$ cat src/rtl/nibble_frame_pkg.sv
// nibble_frame_pkg: shared state encoding and slot positions for the framed nibble receiver.
//   IDLE  : unlocked, waiting for the first frame sync
//   GUARD : slots 0..SLOT_GUARD_LAST, din must be zero
//   DATA  : slots SLOT_GUARD_LAST+1..SLOT_DATA_LAST, nibbles captured at SLOT_LO and SLOT_HI
//   TAIL  : remaining slots up to FRAME_LEN-1, din ignored
package nibble_frame_pkg;

    typedef enum logic [1:0] {IDLE, GUARD, DATA, TAIL} state_e;

    localparam logic [7:0] SLOT_GUARD_LAST = 8'd3;
    localparam logic [7:0] SLOT_LO         = 8'd5;
    localparam logic [7:0] SLOT_HI         = 8'd7;
    localparam logic [7:0] SLOT_DATA_LAST  = 8'd8;

endpackage

$ cat src/rtl/frame_slot_counter.sv
// frame_slot_counter: 8-bit slot counter that restarts on frame sync and wraps at FRAME_LEN-1.
//   clk, reset (async, active-low)
//   enable : advance qualifier; low holds the count
//   sync   : current cycle is slot 0, so the next slot is 1
//   slot   : slot number of the current cycle (meaningful when sync is low)
//   wrap   : slot is the last slot of the frame
module frame_slot_counter #(
    parameter int FRAME_LEN = 16
) (
    input  logic       clk,
    input  logic       reset,
    input  logic       enable,
    input  logic       sync,
    output logic [7:0] slot,
    output logic       wrap
);

    localparam logic [7:0] SLOT_LAST = 8'(FRAME_LEN - 1);

    logic [7:0] slot_q, slot_d;

    assign slot = slot_q;
    assign wrap = slot_q == SLOT_LAST;

    always_comb
        slot_d = !enable ? slot_q : sync ? 8'd1 : wrap ? 8'd0 : slot_q + 8'd1;

    always_ff @(posedge clk or negedge reset)
        if (!reset) slot_q <= 8'd0;
        else        slot_q <= slot_d;

endmodule

$ cat src/rtl/nibble_frame_rx.sv
// nibble_frame_rx: locks to frame sync, checks guard slots and assembles slot-5/slot-7 nibbles into a byte.
//   clk, reset (async, active-low)
//   enable     : frame logic qualifier; low freezes slot, state and partial byte
//   sync       : frame start, the enabled sync cycle is slot 0
//   din        : link nibble
//   dout       : assembled byte {slot-7 nibble, slot-5 nibble}, stable while dout_valid
//   dout_valid : byte available, held until dout_ready
//   dout_ready : consumer accept
//   locked     : a sync has been seen since reset
//   guard_err  : one-cycle pulse after a nonzero guard nibble
//   overrun    : one-cycle pulse after a completed byte was dropped
module nibble_frame_rx
    import nibble_frame_pkg::*;
#(
    parameter int FRAME_LEN = 16
) (
    input  logic       clk,
    input  logic       reset,
    input  logic       enable,
    input  logic       sync,
    input  logic [3:0] din,
    output logic [7:0] dout,
    output logic       dout_valid,
    input  logic       dout_ready,
    output logic       locked,
    output logic       guard_err,
    output logic       overrun
);

    state_e     state_q, state_d;
    logic [7:0] slot;
    logic       wrap;
    logic [3:0] lo_q, lo_d;
    logic       bad_q, bad_d;
    logic [7:0] dout_q, dout_d;
    logic       dout_valid_q, dout_valid_d;
    logic       locked_q, locked_d;
    logic       guard_err_q, guard_err_d;
    logic       overrun_q, overrun_d;

    // The counter idles at 0 until the first sync so slot numbering starts clean.
    frame_slot_counter #(.FRAME_LEN(FRAME_LEN)) u_cnt (
        .clk    (clk),
        .reset  (reset),
        .enable (enable && (sync || state_q != IDLE)),
        .sync   (sync),
        .slot   (slot),
        .wrap   (wrap)
    );

    always_comb begin
        state_d      = state_q;
        lo_d         = lo_q;
        bad_d        = bad_q;
        dout_d       = dout_q;
        dout_valid_d = dout_valid_q && !dout_ready;
        locked_d     = locked_q;
        guard_err_d  = 1'b0;
        overrun_d    = 1'b0;
        if (enable) begin
            if (sync) begin
                // Resync discards any partial frame; this cycle is slot 0.
                state_d  = GUARD;
                locked_d = 1'b1;
                lo_d     = 4'd0;
                bad_d    = 1'b0;
            end else begin
                case (state_q)
                    IDLE: ;
                    GUARD: begin
                        if (din != 4'd0) begin
                            guard_err_d = 1'b1;
                            bad_d       = 1'b1;
                        end
                        if (slot == SLOT_GUARD_LAST) state_d = DATA;
                    end
                    DATA: begin
                        if (slot == SLOT_LO) lo_d = din;
                        if (slot == SLOT_HI && !bad_q) begin
                            if (!dout_valid_q || dout_ready) begin
                                dout_d       = {din, lo_q};
                                dout_valid_d = 1'b1;
                            end else begin
                                overrun_d = 1'b1;
                            end
                        end
                        // With FRAME_LEN=9 the last data slot is also the frame end.
                        if (slot == SLOT_DATA_LAST) begin
                            state_d = wrap ? GUARD : TAIL;
                            if (wrap) bad_d = 1'b0;
                        end
                    end
                    TAIL: begin
                        if (wrap) begin
                            state_d = GUARD;
                            bad_d   = 1'b0;
                        end
                    end
                endcase
            end
        end
    end

    always_ff @(posedge clk or negedge reset) begin
        if (!reset) begin
            state_q      <= IDLE;
            lo_q         <= 4'd0;
            bad_q        <= 1'b0;
            dout_q       <= 8'd0;
            dout_valid_q <= 1'b0;
            locked_q     <= 1'b0;
            guard_err_q  <= 1'b0;
            overrun_q    <= 1'b0;
        end else begin
            state_q      <= state_d;
            lo_q         <= lo_d;
            bad_q        <= bad_d;
            dout_q       <= dout_d;
            dout_valid_q <= dout_valid_d;
            locked_q     <= locked_d;
            guard_err_q  <= guard_err_d;
            overrun_q    <= overrun_d;
        end
    end

    assign dout       = dout_q;
    assign dout_valid = dout_valid_q;
    assign locked     = locked_q;
    assign guard_err  = guard_err_q;
    assign overrun    = overrun_q;

endmodule

$ cat config.mk
export PLATFORM = sky130hd
export DESIGN_NAME = nibble_frame_rx
export DESIGN_NICKNAME = d
export VERILOG_FILES = /design/src/rtl/nibble_frame_pkg.sv /design/src/rtl/frame_slot_counter.sv /design/src/rtl/nibble_frame_rx.sv
export SDC_FILE = /design/constraint.sdc
export NUM_CORES = 1
export LEC_CHECK = 0
export ABC_AREA = 1
export BUFFER_PORTS_ARGS = -buffer_cell sky130_fd_sc_hd__buf_2
export CAP_MARGIN = 20
export CORE_MARGIN = 5
export CORE_UTILIZATION = 40
export DETAILED_ROUTE_END_ITERATION = 12
export PLACE_DENSITY_LB_ADDON = 0.08
export SLEW_MARGIN = 20
export SYNTH_ARGS = -nofsm -noshare
export SYNTH_HDL_FRONTEND = slang
export SYNTH_SLANG_ARGS = --single-unit
$ cat constraint.sdc
create_clock -name clk -period 2 [get_ports clk]
set_input_delay 0 -clock clk [delete_from_list [all_inputs] [get_ports clk]]
set_output_delay 0 -clock clk [all_outputs]
set_load 0.005 [all_outputs]
Word level (Yosys, flattened, before mapping)
Cells that the tools add are included.
W data, S select, Z words.
{ "classes": {"reduce_logical": 18, "n_addsub": 1, "eq_ne": 12, "n_mux": 30, "bitwise_logic": 1} }
{ "ops": {"columns": ["op", "n"], "rows": [
  ["$mux W1", 18],
  ["$eq A8 B3 Y1 const B", 2],
  ["$eq A8 B4 Y1 const B", 2],
  ["$mux W8", 2],
  ["$mux W4", 3],
  ["$mux W2", 5],
  ["$reduce_and A5 Y1", 2],
  ["$ne A3 B3 Y1 const B", 3],
  ["$add A8 B1 Y8 const B", 1],
  ["$eq A8 B2 Y1 const B", 1],
  ["$reduce_bool A4 Y1", 2],
  ["$pmux W2 S3", 1],
  ["$reduce_bool A2 Y1", 3],
  ["$eq A2 B2 Y1 const B", 2],
  ["$reduce_and A4 Y1", 1],
  ["$logic_and A1 B1 Y1", 3],
  ["$logic_not A1 Y1", 3],
  ["$ne A3 B2 Y1 const B", 1],
  ["$pmux W1 S3", 1],
  ["$reduce_and A3 Y1", 1],
  ["$eq A2 B1 Y1 const B", 1],
  ["$logic_or A1 B1 Y1", 2],
  ["$reduce_and A2 Y1", 1],
  ["$not A1 Y1", 1]
]} }
{ "word_totals": {"output_inout_bits": 12, "regBits": 27, "word_cells": 71} }

Logic depth before layout (Yosys ltp)
{ "depth": {"ltp_word": 7, "ltp_mapped": 9, "depth_no_buf": 9} }

Cells and area by module
Synthesis repeated with hierarchy kept, for this count alone.
{ "unflattened": {"hier_cells": 203, "hier_area_um2": 1531.5} }
{ "modules_own_cells": {"columns": ["module", "area_each_um2", "instances", "seq_area_each_um2", "cells_per_inst"], "rows": [
  ["nibble_frame_rx", 1031.0, 1, 475.5, 135],
  ["frame_slot_counter", 500.5, 1, 200.2, 68]
]} }

Worst setup path after synthesis
Ideal clock, no wire load.
{ "synth_timing": {"path_kind": "flip-flop to flip-flop", "start": "register state_q[0]", "end": "register dout_q[3], in the netlist dout[3]", "setup_slack_ns": 0.565, "path_buffers": 1, "arrival_ns": 1.317, "synth_period_minus_slack_ns": 1.435, "stages_incl_launch_ff": 9, "path_cell_list": "dfrtp_1 > inv_1 > ha_1 > nand2_2 > nor3_2 > nand3_2 > buf_6 > nand2_1 > o21ai_2"} }
{ "synth_via": {"elab_chain_len": 2} }
{ "synth_lines": {"columns": ["element", "line", "source"], "rows": [
  ["start: declaration", "nibble_frame_rx.sv:30", "state_e state_q, state_d;"],
  ["start signal: assignment", "nibble_frame_rx.sv:115", "state_q <= state_d;"],
  ["$eq A2 B2 Y1", "nibble_frame_rx.sv:68", "case (state_q)"],
  ["$reduce_and A5 Y1 (no source line)", null, null],
  ["end signal: assignment", "nibble_frame_rx.sv:118", "dout_q <= dout_d;"],
  ["end: declaration", "nibble_frame_rx.sv:35", "logic [7:0] dout_q, dout_d;"]
]} }
No other way between the ends.
A chain may end at the register's enable or synchronous reset.

Worst setup path after layout
{ "layout_timing": {"start": "register state_q[0]", "end": "register dout_q[0], in the netlist dout[0]"} }
Same word-level chain as after synthesis.

==> out/qor.yml <==
critical_path:
  regToRegSetupSlack_ns: 0.29
  reg2reg_to: "dout[0]"
  crit_path_end_kind: "flip-flop"
  required_ns: 2.16
  start_kind: "flip-flop"
  crit_chain: "inv_1, ha_1, nand2_2, nor3_2, nand3_2, nand2_1, o21ai_2"
  criticalPathCategory: "reg -> reg"
  worstRegToRegCells: 7
  cp.arrival_ns: 1.87
  slowest_stage: "dfrtp_1"
  cp_slowest_stage_delay_ns: 0.41
  crit_buf_inv: 1
  crit_fanout: 16
  cp_top_family: "simple AND/OR/NAND/NOR gates"
  timing.rr.start: "state_q[0]"
power:
  ir_drop_uv: 619
  p_int_uw: 944
  seqPwrFrac_pct: 45.9
  clkPwrFrac_pct: 20.6
  p_leak_nw: 0.909
  p_per_area_nw_per_um2: 859
  p_comb_share_pct: 33.5
  netSwitchingPower_uw: 537
  p_sw_share_pct: 36.3
  p_total_mw: 1.48
yosys:
  synth_warnings: 0
  synth-seq-cells: 27
  syn_inst: 181
  synth-simple-area-share_pct: 25.9
  synth_top_family_by_area: "simple AND/OR/NAND/NOR gates"
  synth_seq_area_share_pct: 45.3
  synthMuxAreaShare_pct: 0
  synthXorXnorAreaFrac_pct: 0.588
  syn_nets: 197
  yosysUniqueCellTypes: 25
  syn-cell-area_um2: 1490
  syn-mean-instance-area_um2: 8.23
  synthAdderAreaFrac_pct: 5.88
  synth_compound_gate_area_share_pct: 12.9
clock_network:
  cts_tree: "done"
  htreeDepth: 1
  clk_latency_ns: 0.27
  cts_sinks: 27
  cts.clk_slew.worst_paths_ns: 0.10
  cts.path.max_buffers: 2
  cts.repair.resized: 0
  cts_setup_buffers: 0
  cts_made_buffers: 3
  cts-root-buf: "clkbuf_8"
cells_and_area:
  drive_above_1_share_pct: 20.7
  final_common_cell: "nand2_1"
  syn_to_final_growth_pct: 15.7
  seq_area_um2: 676
  nets: 225
  fill_cells: 365
  multi_input_area_um2: 676
  layout_common_cells: "37 x nand2_1, 30 x inv_1, 27 x dfrtp_1, 20 x buf_2, 18 x nor2_1"
  diodes: 0
  fin_cells: 256
floorplanning:
  initial_core_util_pct: 41.0
  rows: 22
  core_um2: 3630
  die_height_um: 71.0
  die_area_um2: 5050
  io_pins: 21
  fp.dieW_um: 71.0
sta:
  fin_crit_sh_pct: 85.4
  setup_viol: 0
  worst-slew-pin-transition_ns: 0.630
  hold_viol: 0
  fmax_ghz: 0.585
  setup_tns_ns: 0
  fin_skew_ns: 0.0111
  min_period_ns: 1.71
  slew_viol_final: 0
  holdWs_ns: 0.0303
  grt_setup_unrepaired: "false"
  timing.slew.headroom_pct: 58.0
route:
  drc_errors: 0
  wl_per_cell_um: 11.9
  dr.pass1.iters: 4
  routed_wl_um: 3050
  via_per_inst: 4.66
  first_iter_violations: 43
  drtAntennaViolNets: 0
  vias: 1194
global_route:
  grt_max_degree: 28
  grt.total_usage_pct: 13.0
  grt_pass1_vias: 1222
  grt_remaining_overflow: 0
  antenna_found_initial: 0
  grt_pass1_wl_um: 5420
min_path:
  hold_path_end: "overrun"
  hp-start: "dout_ready"
  whs_path_depth: 4
  hold_class: "in -> reg"
place:
  dpl.hpwl_um: 2330
  place_inst: 247
  port_buffers: 20
  gp_congestion: 0.881
run_status:
  status: "completed"
flow_run:
  drv_cap: 0
==> registers in the layout, summed over array words and instances, names as in the netlist <==
signal	cells
bad_q	1
dout	8
dout_valid	1
guard_err	1
lo_q	4
locked	1
overrun	1
state_q	2
u_cnt.slot	8
==> final cells by class <==
type	instances	share of cell area, %
clock buffer	3	2.39
clock inverter	1	0.290
inverter	31	6.75
multi-input combinational	121	39.2
sequential	27	39.2
tap	48	3.48
timing repair buffer	25	8.71
==> synth_stat cells (all sizes together) <==
cell / number / area, µm²
dfrtp: 27 / 676
inv: 31 / 116
a211oi: 1 / 7.51
o21a: 1 / 7.51
nor3: 6 / 51.3
ha: 7 / 87.6
nand2: 41 / 164
o21ai: 13 / 95.1
nand4: 1 / 6.26
a31oi: 1 / 6.26
buf: 2 / 22.5
nor2: 19 / 73.8
or2: 1 / 6.26
o21bai: 4 / 30.0
nand3: 16 / 85.1
o22ai: 1 / 6.26
xor2: 1 / 8.76
a21oi: 8 / 40.0
==> worst max-delay path by stage <==
stage	from	cells after the start	slack, ns	end
floorplan	state_q[0]	8	0.57	dout[3]
global placement	state_q[0]	7	0.32	dout[3]
detailed placement	state_q[0]	7	0.30	dout[0]
CTS	state_q[0]	7	0.29	dout[0]
global route	state_q[0]	7	0.12	dout[1]
finish	state_q[0]	7	0.29	dout[0]
==> layer usage <==
metal | GRT usage, % | up-vias | part of all wire (%)
met3 | 2.84 | 4 | 3.6
li1 | - | 627 | -
met2 | 20.3 | 19 | 42
met5 | 0 | - | 0
met4 | 3.13 | 0 | 0.69
met1 | 18.5 | 544 | 53
==> kinds of logic (layout without fill, tap and decap cells) <==
logic type | Yosys count | in the layout
XOR/XNOR | 1 | 1
AND/OR/NAND/NOR | 84 | 84
flip-flops | 27 | 27
adder cells (fa/ha/maj) | 7 | 7
buffers and inverters | 33 | 60
AO/OA/AOI/OAI | 29 | 29
==> per-stage QoR <==
stage,util (%),setup slack [ns],cell area (µm²)
5_1_grt,47.5,0.122,1720
2_1_floorplan,-,0.565,1490
3_5_place_dp,44.8,0.302,1630
4_1_cts,47.5,0.287,1720
6_report,47.5,0.292,1720
3_3_place_gp,44.8,0.324,1630
==> worst min-delay path: stages <==
cell,delay [ns]
buf_2,0.07
inv_1,0.03
nand2_1,0.10
nor2_1,0.06
==> timing repair <==
action | 4_1_cts | 5_1_grt
hold buffers | 5 | 0
hold endpoints to repair | 35 | 0
setup endpoints to repair | 0 | 0
==> power groups by stage <==
| stage | clock, mW | sequential [mW] | combinational [mW] |
|---|---|---|---|
| after global placement | 0 | 0.689 | 0.490 |
| final | 0.305 | 0.681 | 0.496 |
| after detailed placement | 0 | 0.690 | 0.491 |
| after CTS | 0.320 | 0.680 | 0.499 |
| after floorplan | 0 | 0.678 | 0.372 |
| after global routing | 0.341 | 0.691 | 0.580 |
(Power assumes the default switching activity.)
